<file path="src/rtl/walksat_flip_engine.sv">
// WalkSAT flip selector: issues one break lookup per literal of a clause, then picks the variable to flip.
// Optional statistics counters are enabled with `define SAT_FLIP_STATS_EN.
module walksat_flip_engine #(
    parameter int          NSAT          = 3,
    parameter int          NUM_VARIABLES = 2048,
    parameter int          MC            = 20,
    parameter logic [31:0] P_THRESH      = 32'h6E147AE0,
    localparam int         VAW           = $clog2(NUM_VARIABLES),
    localparam int         LAW           = VAW + 1,
    localparam int         BW            = $clog2(MC + 1),
    localparam int         IDXW          = (NSAT > 1) ? $clog2(NSAT) : 1
)(
    input  logic                  clk,
    input  logic                  reset,
    input  logic                  clause_valid_i,
    output logic                  clause_ready_o,
    input  logic [NSAT*LAW-1:0]   clause_i,
    input  logic [31:0]           random_i,
    output logic                  lk_valid_o,
    output logic [LAW-1:0]        lk_literal_o,
    output logic [IDXW-1:0]       lk_index_o,
    input  logic                  rsp_valid_i,
    input  logic [MC-1:0]         rsp_break_i,
    input  logic [MC-1:0]         rsp_mask_i,
    output logic                  flip_valid_o,
    input  logic                  flip_ready_i,
    output logic [LAW-1:0]        flip_literal_o,
    output logic [IDXW-1:0]       flip_index_o,
    output logic [BW-1:0]         flip_break_o,
    output logic [1:0]            flip_mode_o,
    output logic                  busy_o,
`ifdef SAT_FLIP_STATS_EN
    output logic                  err_o,
    output logic [31:0]           stat_flips_o,
    output logic [31:0]           stat_freebies_o
`else
    output logic                  err_o
`endif
);

    localparam int CW = $clog2(NSAT + 1);
    localparam int PW = 16 + CW;

    // IDLE | await clause; ISSUE | one lookup per cycle; WAIT | drain responses; DECIDE | select; OUTPUT | hold flip
    typedef enum logic [2:0] {
        S_IDLE,
        S_ISSUE,
        S_WAIT,
        S_DECIDE,
        S_OUTPUT
    } state_t;

    state_t          r_state;
    state_t          w_next_state;

    logic [LAW-1:0]  r_lit [NSAT];
    logic [BW-1:0]   r_brk [NSAT];
    logic [CW-1:0]   r_k;
    logic [CW-1:0]   r_r;
    logic [BW-1:0]   r_min_brk;
    logic [IDXW-1:0] r_min_idx;
    logic            r_err;

    logic [LAW-1:0]  r_flip_literal;
    logic [IDXW-1:0] r_flip_index;
    logic [BW-1:0]   r_flip_break;
    logic [1:0]      r_flip_mode;

    logic            w_accept_clause;
    logic            w_outstanding;
    logic            w_rsp_take;
    logic            w_rsp_stray;
    logic            w_last_rsp;
    logic            w_flip_hs;
    logic [BW-1:0]   w_rsp_brk;
    logic [IDXW-1:0] w_k_idx;
    logic [IDXW-1:0] w_r_idx;
    logic [IDXW-1:0] w_rand_idx;
    logic [IDXW-1:0] w_sel_idx;
    logic [1:0]      w_sel_mode;

    function automatic logic [BW-1:0] popcount(input logic [MC-1:0] v);
        logic [BW-1:0] c;
        c = '0;
        for (int i = 0; i < MC; i++) begin
            c = c + BW'(v[i]);
        end
        return c;
    endfunction

    assign w_accept_clause = clause_valid_i & clause_ready_o;
    assign w_outstanding   = (r_k != r_r);
    assign w_rsp_take      = rsp_valid_i & w_outstanding;
    assign w_rsp_stray     = rsp_valid_i & ~w_outstanding;
    assign w_last_rsp      = w_rsp_take && (r_r == CW'(NSAT - 1));
    assign w_flip_hs       = (r_state == S_OUTPUT) & flip_ready_i;
    assign w_rsp_brk       = popcount(rsp_break_i & rsp_mask_i);
    assign w_k_idx         = r_k[IDXW-1:0];
    assign w_r_idx         = r_r[IDXW-1:0];

    // Scales the low 16 random bits into 0..NSAT-1 without a divider.
    assign w_rand_idx = IDXW'((PW'(random_i[15:0]) * PW'(NSAT)) >> 16);

    always_comb begin
        w_sel_mode = 2'd2;
        w_sel_idx  = r_min_idx;
        if (r_min_brk == '0) begin
            w_sel_mode = 2'd0;
        end else if (random_i < P_THRESH) begin
            w_sel_mode = 2'd1;
            w_sel_idx  = w_rand_idx;
        end
    end

    always_comb begin
        w_next_state = r_state;
        case (r_state)
            S_IDLE:   if (w_accept_clause) w_next_state = S_ISSUE;
            S_ISSUE:  if (r_k == CW'(NSAT - 1)) w_next_state = S_WAIT;
            S_WAIT:   if ((r_r == CW'(NSAT)) || w_last_rsp) w_next_state = S_DECIDE;
            S_DECIDE: w_next_state = S_OUTPUT;
            S_OUTPUT: if (w_flip_hs) w_next_state = S_IDLE;
            default:  w_next_state = S_IDLE;
        endcase
    end

    always_ff @(posedge clk) begin
        if (reset) begin
            r_state <= S_IDLE;
        end else begin
            r_state <= w_next_state;
        end
    end

    always_ff @(posedge clk) begin
        if (reset) begin
            for (int i = 0; i < NSAT; i++) begin
                r_lit[i] <= '0;
                r_brk[i] <= '0;
            end
            r_k       <= '0;
            r_r       <= '0;
            r_min_brk <= '0;
            r_min_idx <= '0;
            r_err     <= 1'b0;
        end else begin
            if (w_accept_clause) begin
                for (int i = 0; i < NSAT; i++) begin
                    r_lit[i] <= clause_i[i*LAW +: LAW];
                end
                r_k <= '0;
                r_r <= '0;
            end else begin
                if (r_state == S_ISSUE) begin
                    r_k <= r_k + CW'(1);
                end
                // Strict less-than keeps the earliest index on ties.
                if (w_rsp_take) begin
                    r_brk[w_r_idx] <= w_rsp_brk;
                    r_r            <= r_r + CW'(1);
                    if ((r_r == '0) || (w_rsp_brk < r_min_brk)) begin
                        r_min_brk <= w_rsp_brk;
                        r_min_idx <= w_r_idx;
                    end
                end
            end
            if (w_rsp_stray) begin
                r_err <= 1'b1;
            end
        end
    end

    always_ff @(posedge clk) begin
        if (reset) begin
            r_flip_literal <= '0;
            r_flip_index   <= '0;
            r_flip_break   <= '0;
            r_flip_mode    <= '0;
        end else if (r_state == S_DECIDE) begin
            r_flip_literal <= r_lit[w_sel_idx];
            r_flip_index   <= w_sel_idx;
            r_flip_break   <= r_brk[w_sel_idx];
            r_flip_mode    <= w_sel_mode;
        end
    end

    assign clause_ready_o = (r_state == S_IDLE) && !reset;
    assign lk_valid_o     = (r_state == S_ISSUE);
    assign lk_index_o     = lk_valid_o ? w_k_idx : '0;
    assign lk_literal_o   = lk_valid_o ? (r_lit[w_k_idx] ^ {1'b1, {(LAW-1){1'b0}}}) : '0;
    assign flip_valid_o   = (r_state == S_OUTPUT);
    assign flip_literal_o = r_flip_literal;
    assign flip_index_o   = r_flip_index;
    assign flip_break_o   = r_flip_break;
    assign flip_mode_o    = r_flip_mode;
    assign busy_o         = (r_state != S_IDLE);
    assign err_o          = r_err;

`ifdef SAT_FLIP_STATS_EN
    logic [31:0] r_stat_flips;
    logic [31:0] r_stat_freebies;

    always_ff @(posedge clk) begin
        if (reset) begin
            r_stat_flips    <= '0;
            r_stat_freebies <= '0;
        end else if (w_flip_hs) begin
            r_stat_flips <= r_stat_flips + 32'd1;
            if (r_flip_mode == 2'd0) begin
                r_stat_freebies <= r_stat_freebies + 32'd1;
            end
        end
    end

    assign stat_flips_o    = r_stat_flips;
    assign stat_freebies_o = r_stat_freebies;
`endif

endmodule

</file>
<file path="config.mk">
export PLATFORM = sky130hd
export DESIGN_NAME = walksat_flip_engine
export DESIGN_NICKNAME = d
export VERILOG_FILES = /design/src/rtl/walksat_flip_engine.sv
export SDC_FILE = /design/constraint.sdc
export NUM_CORES = 1
export LEC_CHECK = 0
export ABC_AREA = 1
export BUFFER_PORTS_ARGS = -buffer_cell sky130_fd_sc_hd__buf_2
export CORE_MARGIN = 4
export CORE_UTILIZATION = 59
export CTS_CLUSTER_DIAMETER = 120
export DETAILED_ROUTE_END_ITERATION = 16
export GPL_TIMING_DRIVEN = 0
export PLACE_DENSITY = 0.87
export SLEW_MARGIN = 0
export SYNTH_ARGS = -nofsm -noshare
export SYNTH_HDL_FRONTEND = slang
export SYNTH_SLANG_ARGS = --single-unit
</file>
<file path="constraint.sdc">
create_clock -name clk -period 10.8 [get_ports clk]
set_clock_uncertainty 0.15 [all_clocks]
set_input_delay 2.7 -clock clk [delete_from_list [all_inputs] [get_ports clk]]
set_output_delay 2.7 -clock clk [all_outputs]
set_load 0.02 [all_outputs]
</file>
Word level (Yosys, flattened, before mapping)
Memories as Yosys holds them, arrays and structs flattened. A register that Yosys moved wholly into a read port is not among the register bits.
Index checks and enable logic that the tools add are counted.

storage, ports and cells
  memories kept = 2
  output and inout port bits = 40
  bits in latches = 0
  logic and storage cells = 98
  bits in read-only memories = 0
  RAM bits = 51
  register bits = 19

cells by class
  magnitude comparators = 2
  equality and inequality tests = 12
  div/mod/pow operators = 0
  add/subtract/negate cells = 21
  reduce and logical (&&, ||, !) cells = 13
  bitwise gates (word level) = 11
  shifts and indexed selects = 0
  mux-type cells = 28
  $mul = 1

memories
  memory  depth  bits a word  rd ports  clocked after memory_dff  wr ports  line  source
  r_lit   3      12           2         2                         3         56    logic [LAW-1:0] r_lit [NSAT];
  r_brk   3      5            1         1                         3         57    logic [BW-1:0] r_brk [NSAT];

operator list
  operator                                              number
  adder 5 x 1 -> 5 bit                                  15
  two-way mux 12 bit                                    4
  < comparator 32 x 31 -> 1 bit, second input constant  1
  AND 20 bit                                            1
  multiplier 16 x 2 -> 18 bit, second input constant    1
  two-way mux 2 bit                                     8
  one-hot mux 3 bit (5 select lines)                    1
  two-way mux 3 bit                                     4
  two-way mux 1 bit                                     10
  equality test 2 bit, second input constant            3
  equality test 3 x 2 -> 1 bit, second input constant   2
  adder 4 x 1 -> 5 bit                                  1
  zero test 5 bit                                       1
  < comparator 5 bit                                    1
  two-way mux 5 bit                                     1
  OR reduction 5 bit                                    1
  adder 2 x 1 -> 2 bit, second input constant           2
  adder 3 x 1 -> 4 bit                                  1
  AND 1 bit                                             4
  != test 2 x 1 -> 1 bit, second input constant         2
  != test 2 bit, second input constant                  2
  AND reduction 4 bit                                   1
  adder 2 x 1 -> 3 bit                                  1
  equality test 3 x 1 -> 1 bit, second input constant   1
  13 further kinds                                      19

Longest topological paths before layout
Gate-level depths: netlist of the first run.

  depth in word-level cells = 23
  mapped depth = 26
  depth with buffers taken out = 26

Least setup slack after synthesis of the first run
OpenSTA, ideal clock, no wires.

  kind = in2reg
  from = input rsp_break_i[1]
  to = register r_min_brk[3]
  path slack = 3.091 ns
  buffers on the path = 1
  required time = 10.531 ns
  data arrival time = 7.439 ns
  library setup time = 0.119 ns
  stages on the path = 21
  cell sequence = nand2_1 > inv_1 > fa_1 > inv_1 > fa_1 > fa_1 > fa_1 > inv_1 > fa_1 > ha_1 > fa_1 > a31oi_1 > inv_1 > ha_1 > a21oi_1 > o21ai_0 > o21bai_1 > nand2_1 > buf_2 > o21ai_0 > a21oi_1

between the ends
  longest elaborated chain between the ends = 23

ends and longest elaborated chain
  item                                line  source
  from (decl)                         23    input logic [MC-1:0] rsp_break_i,
  AND 20 bit                          97    assign w_rsp_brk = popcount(rsp_break_i & rsp_mask_i);
  adder 1 x 1 -> 2 bit                86    c = c + BW'(v[i]);
  adder 2 x 1 -> 3 bit                86
  adder 3 x 1 -> 4 bit                86
  adder 4 x 1 -> 5 bit                86
  adder 5 x 1 -> 5 bit (15 in a row)  86
  via w_rsp_brk[4]                    75    logic [BW-1:0] w_rsp_brk;
  < comparator 5 bit                  161   if ((r_r == '0) || (w_rsp_brk < r_min_brk)) begin
  logical OR 1 bit                    161
  AND reduction 3 bit (no line)       n/a
  to (signal assigned)                162   r_min_brk <= w_rsp_brk;
  to (decl)                           60    logic [BW-1:0] r_min_brk;

The timed path passes the listed nets, and every way through them passes these cells.
A chain may end at the register's enable or synchronous reset.

Worst setup path in the final report of the first run
Same ends and word-level chain as after synthesis.

==> flow_metrics.env, run 1 <==
export IMPL_vias=5482
export IMPL_synth_seq_cells=94
export IMPL_tritoncts="done"
export IMPL_cp_slowest_cell="fa_1"
export IMPL_syn_num_nets=963
export IMPL_synth_distinct_cells=39
export IMPL_grt_max_degree=43
export IMPL_synth_edf_count=56
export IMPL_power_density_mw_per_mm2=188
export IMPL_fmax_mhz=125
export IMPL_drt_iter0_markers=419
export IMPL_cp_max_fo=10
export IMPL_fin_crit_ps=7990
export IMPL_grt_pass1_wl_mm=23.2
export IMPL_tightest_slew_ps=835
export IMPL_grt_usage_pct=24.3
export IMPL_syn_instance_count=800
export IMPL_hold_class="flip-flop to flip-flop"
export IMPL_syn_area_mm2=0.00618
export IMPL_seqPwrFrac_pct=34.3
export IMPL_cp_cell_sequence="buf_2, nand2_1, inv_1, fa_1, inv_1, fa_1, fa_1, fa_1, inv_1, fa_1, ha_1, fa_1, a31oi_1, inv_1, ha_1, a21oi_1, o21ai_0, o21bai_1, nand2_1, buf_2, o21ai_0, a21oi_1"
export IMPL_worstPathArrival_ps=8100
export IMPL_fp_dieW_um=110
export IMPL_finalNonFillerCells=1104
export IMPL_cts_sinks=94
export IMPL_placed_area_mm2=0.00711
export IMPL_portBuffers=152
export IMPL_status="completed"
export IMPL_grt_pass1_vias=5290
export IMPL_cts_resized_gates=0
export IMPL_cp_common_cell="fa_1"
export IMPL_critPathMaxStageDelay_ps=550
export IMPL_p_total_mw=1.37
export IMPL_clock_power_share_pct=16.1
export IMPL_wl_mm=14.5
export IMPL_cts_buffers=9
export IMPL_post_drt_wl_per_cell_um=13.2
export IMPL_p_sw_share_pct=44.2
export IMPL_endpoint_kind="flip-flop"
export IMPL_htree_levels=3
export IMPL_drc=0
export IMPL_start_util_pct=60.2
export IMPL_finalCritPeriodShare_pct=74.0
export IMPL_cts_buffer_depth=2
export IMPL_p_leak_nw=3.89
export IMPL_firstDrtPassIters=5
export IMPL_slew_viol_final=0
export IMPL_syn_to_final_growth_pct=18.0
export IMPL_hold_viol=0
export IMPL_hold_buffers=0
export IMPL_die_area_mm2=0.0122
export IMPL_internal_power_mw=0.766
export IMPL_fin_area_mm2=0.00730
export IMPL_max_cap_viol_count=0
export IMPL_layout_drive_gt1_share_pct=24.7
export IMPL_setup_violations=0
export IMPL_post_cts_buffers=0
export IMPL_fin_ws_ps=2810
export IMPL_num_antenna_cells=0
export IMPL_crit_family="adder cells"
export IMPL_ant_nets=0
export IMPL_fin_tns_setup_ps=0
export IMPL_fp_dieH_um=110
export IMPL_vdd_drop_max_v=0.000125
export IMPL_fin_nets=1126
export IMPL_critPathRequiredTime_ps=10900
export IMPL_avgSynthCellArea_um2=7.73
export IMPL_pre_cts_slack_ps=2450
export IMPL_yosys_warnings=0
export IMPL_cp_start_kind="input pin"
export IMPL_coreArea_mm2=0.0103
export IMPL_combPwrFrac_pct=49.6
export IMPL_antenna_found_initial=0
export IMPL_net_switching_power_mw=0.605
export IMPL_insertion_delay_ps=360
export IMPL_dp_cells=1088
export IMPL_gp_congestion=0.894
export IMPL_synthFlopType="edfxtp_1"
export IMPL_rows=37
export IMPL_slew_headroom_pct=44.2
export IMPL_async_reset_ff_share_pct=0
export IMPL_io_pins=153
export IMPL_clkTransAtPathRegs_ps=90
export IMPL_grt_overflow=0
export IMPL_ys_seq_area_share_pct=39.5
export IMPL_cts_root_buffer_cell="clkbuf_8"
export IMPL_rsz0062_at_grt="no"
export IMPL_criticalPathCategory="input pin to flip-flop"
export IMPL_dp_hpwl_mm=11.5
export IMPL_vias_per_cell=4.97
export IMPL_worst_path_buf_inv=6
state kept, by name, summed over array words and instances (netlist names), named ones only:
name	cells
r_min_brk	5
r_r	2
r_lit	36
r_min_idx	2
flip_index_o	2
flip_literal_o	12
err_o	1
flip_mode_o	2
r_k	2
r_brk	20
r_state	3
flip_break_o	5
cell type report:
type	instances	area [µm²]
tap	136	170
multi-input combinational	505	2920
fill	840	2980
inverter	179	677
buffer	22	143
clock buffer	10	128
sequential	94	2440
clock inverter	6	53.8
timing repair buffer	152	761
synth_stat cells, drive strengths merged, types with 2 or more instances:
library cell    n  area share (%)
a211oi          3            0.36
a21oi          51             4.9
a31oi           3            0.30
buf            15             1.9
clkbuf          7            0.43
dfxtp          38              12
edfxtp         56              27
fa             14             4.5
ha             36             7.3
inv           179              11
nand2         178              12
nand3          61             5.8
nor2           95             6.1
nor3            2            0.16
o21a            2            0.24
o21ai          50             4.5
o21bai          3            0.36
xor2            2            0.28
placed cells by master (no fill, tap or decap), types with 3 or more instances in the layout:
master and n:
o21bai_1 3, nor2_2 4, a21oi_2 9, nand3_1 50, clkbuf_8 9, ha_1 36
dfxtp_1 38, edfxtp_1 56, o21ai_0 38, nand2_1 162, nor2_1 90, buf_2 159
nand2_4 3, clkinv_4 3, nand3_2 11, a21oi_1 41, nand2_2 12, o21ai_2 8
buf_1 3, a211oi_1 3, inv_2 8, fa_1 14, a31oi_1 3, o21ai_1 4
inv_1 170, clkbuf_1 8
power by group through the flow:
stage,Combinational (mW),Clock [mW],Sequential (mW)
2_1_floorplan,0.495,0,0.472
3_3_place_gp,0.650,0,0.475
4_1_cts,0.679,0.220,0.469
3_5_place_dp,0.673,0,0.477
5_1_grt,0.762,0.236,0.474
6_report,0.680,0.221,0.470
logic make-up after synthesis:
kind of cell,after synthesis,synth area share (%)
compound gates,113,10.8
buf+inv,201,13.3
simple gates,340,24.4
xor+xnor,2,0.283
flops,94,39.5
fa+ha+maj,50,11.8
through the flow:
step	hold WS, ps	util [%]
final	340	71.0
after global routing	371	71.0
after CTS	338	71.0
after detailed placement	325	69.2
after global placement	297	69.2
after floorplan	297	-
worst register-to-register path: cells and delay by family, from the launching register on:
family,cells,cell delay [ps]
buffers and inverters,2,690
and+or+nand+nor,8,1190
DFF,1,340
final timing paths:
kind | slack [ps] | to | cells past startpoint | start
setup / recovery | 2810 | r_min_brk[3]$_SDFFE_PP0P_ | 22 | rsp_break_i[1]
hold / removal | 340 | r_min_brk[4]$_SDFFE_PP0P_ | 2 | r_min_brk[4]$_SDFFE_PP0P_
setup reg to reg | 8120 | r_brk[0][4]$_SDFFCE_PN0P_ | 10 | r_state[2]$_SDFFE_PP0P_
hold reg to reg | 340 | r_min_brk[4]$_SDFFE_PP0P_ | 2 | r_min_brk[4]$_SDFFE_PP0P_
metal layers:
layer	part of all wire, %	GRT usage, %
met5	0	0
met4	1.6	6.24
met3	9.4	4.66
met2	48	43.4
met1	41	30.3
Power figures use the tool's default switching activity.
==> inputs of run 2 (changes only) <==
ABC_AREA = 0   (was 1)
CORE_UTILIZATION = 48   (was 59)
PLACE_DENSITY = 0.78   (was 0.87)
clock period = 6.55 ns   (was 10.8 ns; I/O delays follow)
==> run 2 against run 1 <==
  * Die area grew 6.3%
  * Via count shrank 19%
  * Non-clock buffer count grew 3
  * Synthesized cell count shrank 36%
  * Critical path depth is the same
  * Count of clock-buffer cells in the layout is the same
  * First-iteration DRC count shrank 26%
  * Highest routed layer unchanged
==> flow_metrics.env, run 2 <==
export IMPL_synth_area_top_cells="edfxtp_1, dfxtp_1, ha_1, fa_1, mux2i_1"
export IMPL_placed_area_mm2=0.00633
export IMPL_cts_sinks=94
export IMPL_num_antenna_cells=0
export IMPL_final_common_cell="buf_2"
export IMPL_synthTopCellsByCount="nor2_1, edfxtp_1, and3_1"
export IMPL_syn_area_mm2=0.00537
export IMPL_ant_nets=0
export IMPL_layout_drive_gt1_share_pct=29.2
export IMPL_htree_levels=3
export IMPL_rows=38
export IMPL_seqPwrFrac_pct=39.6
export IMPL_grt_pass1_vias=4478
export IMPL_die_area_mm2=0.0129
export IMPL_cp_common_cell="fa_1"
export IMPL_firstDrtPassIters=5
export IMPL_slew_headroom_pct=45.5
export IMPL_final_util_pct=60.7
export IMPL_fp_dieW_um=114
export IMPL_cp_max_fo=5
export IMPL_grt_max_degree=41
export IMPL_vias_per_cell=5.36
export IMPL_vdd_drop_max_v=0.000138
export IMPL_synth_seq_cells=94
export IMPL_critPathRequiredTime_ps=6660
export IMPL_netlist_area_leader_share_pct=31.3
export IMPL_antenna_found_initial=0
export IMPL_multi_input_area_mm2=0.00278
export IMPL_syn_to_final_growth_pct=23.1
export IMPL_start_util_pct=49.3
export IMPL_vias=4418
export IMPL_met1_usage_pct=26.2
export IMPL_ys_seq_area_share_pct=45.5
export IMPL_wl_mm=13.2
export IMPL_synth_distinct_cells=46
export IMPL_avgSynthCellArea_um2=10.5
export IMPL_net_switching_power_mw=0.580
export IMPL_crit_family="adder cells"
export IMPL_seqCellArea_mm2=0.00244
export IMPL_worst_path_buf_inv=6
export IMPL_hold_viol=0
export IMPL_dp_hpwl_mm=10.3
export IMPL_tightest_slew_ps=817
export IMPL_drc=0
export IMPL_cts_buffer_depth=2
export IMPL_fp_dieH_um=114
export IMPL_async_reset_ff_share_pct=0
export IMPL_power_density_mw_per_mm2=264
export IMPL_max_cap_viol_count=0
export IMPL_post_drt_wl_per_cell_um=16.1
export IMPL_syn_instance_count=511
export IMPL_grt_usage_pct=20.1
export IMPL_criticalPathCategory="input pin to flip-flop"
export IMPL_gp_congestion=0.849
export IMPL_largest_reg_flops=36
export IMPL_combPwrFrac_pct=38.7
export IMPL_synthFlopType="edfxtp_1"
export IMPL_cp_start_kind="input pin"
export IMPL_fmax_mhz=156
export IMPL_p_sw_share_pct=33.3
export IMPL_endpoint_kind="flip-flop"
export IMPL_yosys_warnings=0
export IMPL_fill_cells=921
export IMPL_portBuffers=151
export IMPL_regMostFlops="r_lit"
export IMPL_fin_tns_setup_ps=0
export IMPL_layout_cells_most_common_list="buf_2, nor2_1, edfxtp_1"
export IMPL_grt_busiest_layer="met2"
export IMPL_p_leak_nw=3.19
export IMPL_coreArea_mm2=0.0109
export IMPL_worstPathArrival_ps=6520
export IMPL_grt_pass1_wl_mm=20.6
export IMPL_fin_area_mm2=0.00661
export IMPL_critPathMaxStageDelay_ps=550
export IMPL_cts_buffers=9
export IMPL_clock_power_share_pct=21.7
export IMPL_cts_root_buffer_cell="clkbuf_8"
export IMPL_cp_slowest_cell="fa_1"
export IMPL_hold_class="flip-flop to flip-flop"
export IMPL_synth_top_area_cell="edfxtp_1"
export IMPL_grt_overflow=0
export IMPL_met3_usage_pct=3.82
export IMPL_finalCritPeriodShare_pct=97.9
export IMPL_synth_edf_count=56
export IMPL_fin_crit_ps=6410
export IMPL_drt_iter0_markers=308
export IMPL_fin_nets=842
export IMPL_status="completed"
export IMPL_setup_violations=0
export IMPL_cp_cell_sequence="buf_2, and2_1, fa_1, inv_1, fa_1, inv_2, fa_1, fa_1, inv_1, fa_1, inv_1, ha_1, a21o_1, a21oi_2, xnor2_2, inv_2, ha_1, a21o_1, a21oi_4, o21ai_2, nor2_1, a211oi_1"
export IMPL_io_pins=153
export IMPL_tritoncts="done"
export IMPL_met2_usage_pct=33.9
export IMPL_fin_ws_ps=139
export IMPL_clkTransAtPathRegs_ps=90
export IMPL_insertion_delay_ps=360
export IMPL_pre_cts_slack_ps=-425
export IMPL_yosysMostFrequentCell="nor2_1"
export IMPL_slew_viol_final=0
export IMPL_syn_num_nets=674
export IMPL_internal_power_mw=1.16
run 2: cell count changes after synthesis, moves of 11 or more:
cell / before / now
o21ai_0: 38 / 17
nand3_1: 50 / 7
and3_1: 0 / 40
nand2_2: 12 / 0
nand2_1: 162 / 20
and2_1: 0 / 18
inv_1: 171 / 37
a21oi_1: 41 / 28
a22oi_1: 0 / 12
mux2i_1: 0 / 28
nand3_2: 11 / 0
nor2_1: 90 / 65
run 2: stage by stage:
stage / cells / total power [mW] / hold slack [ps]
after floorplan: 511 / 1.13 / 305
after global placement: 802 / 1.25 / 295
after detailed placement: 802 / 1.28 / 294
after CTS: 819 / 1.66 / 306
after global routing: 824 / 1.86 / 331
final: 824 / 1.74 / 305
run 2: routing by layer:
metal  up-vias  part of all wire [%]
met4         0                   1.6
met2       176                    50
met1      2082                    41
met3        18                   6.9
met5         -                     0
li1       2142                     -
run 2: worst register-to-register path, stage by stage, from the launching register on:
cell,delay [ps]
dfxtp_1,330
nor3_1,420
nand2_1,130
and3_1,190
or2_2,330
a31oi_2,460
nand2b_1,210
clkbuf_1,390
o21ai_0,180
run 2: power by group through the flow:
stage	Sequential (mW)	Combinational (mW)	Clock (mW)
floorplan	0.698	0.429	0
global placement	0.702	0.551	0
detailed placement	0.704	0.576	0
CTS	0.690	0.587	0.385
global route	0.693	0.754	0.411
finish	0.690	0.674	0.377
run 2: worst paths after layout:
kind	from	end	slack (ps)	cells after the start
worst min register to register	flip_index_o[1]$_SDFFE_PP0P_	flip_index_o[1]$_SDFFE_PP0P_	300	2
worst max-delay path	rsp_break_i[1]	r_min_brk[3]$_SDFFE_PP0P_	140	22
worst max register to register	r_min_brk[4]$_SDFFE_PP0P_	flip_literal_o[4]$_SDFFE_PP0P_	3620	8
worst min-delay path	flip_index_o[1]$_SDFFE_PP0P_	flip_index_o[1]$_SDFFE_PP0P_	300	2
run 2: cell families (layout without fill, tap and decap cells):
logic type / count (synthesis) / after routing / synth area share (%)
simple gates: 182 / 182 / 17.7
flops: 94 / 94 / 45.5
compound gates: 86 / 87 / 10.2
buf+inv: 58 / 230 / 4.35
mux: 35 / 35 / 7.73
xor+xnor: 6 / 6 / 0.978
fa+ha+maj: 50 / 50 / 13.6
run 2: cell type report:
type | count | area share [%]
Buffer | 21 | 1.44
Sequential cell | 94 | 36.9
Clock inverter | 6 | 0.927
Timing Repair Buffer | 156 | 12.0
Clock buffer | 10 | 1.93
Multi-Input combinational cell | 360 | 42.0
Tap cell | 140 | 2.65
Inverter | 37 | 2.10
run 2: timing repair:
item                                    4_1_cts  5_1_grt
endpoints found under the setup margin        5        7
hold buffers                                  0        0
pin swaps                                     1        8
cloned                                        1        0
resized for setup                             0        8
setup buffers                                 0        5
endpoints found under the hold margin         0        0
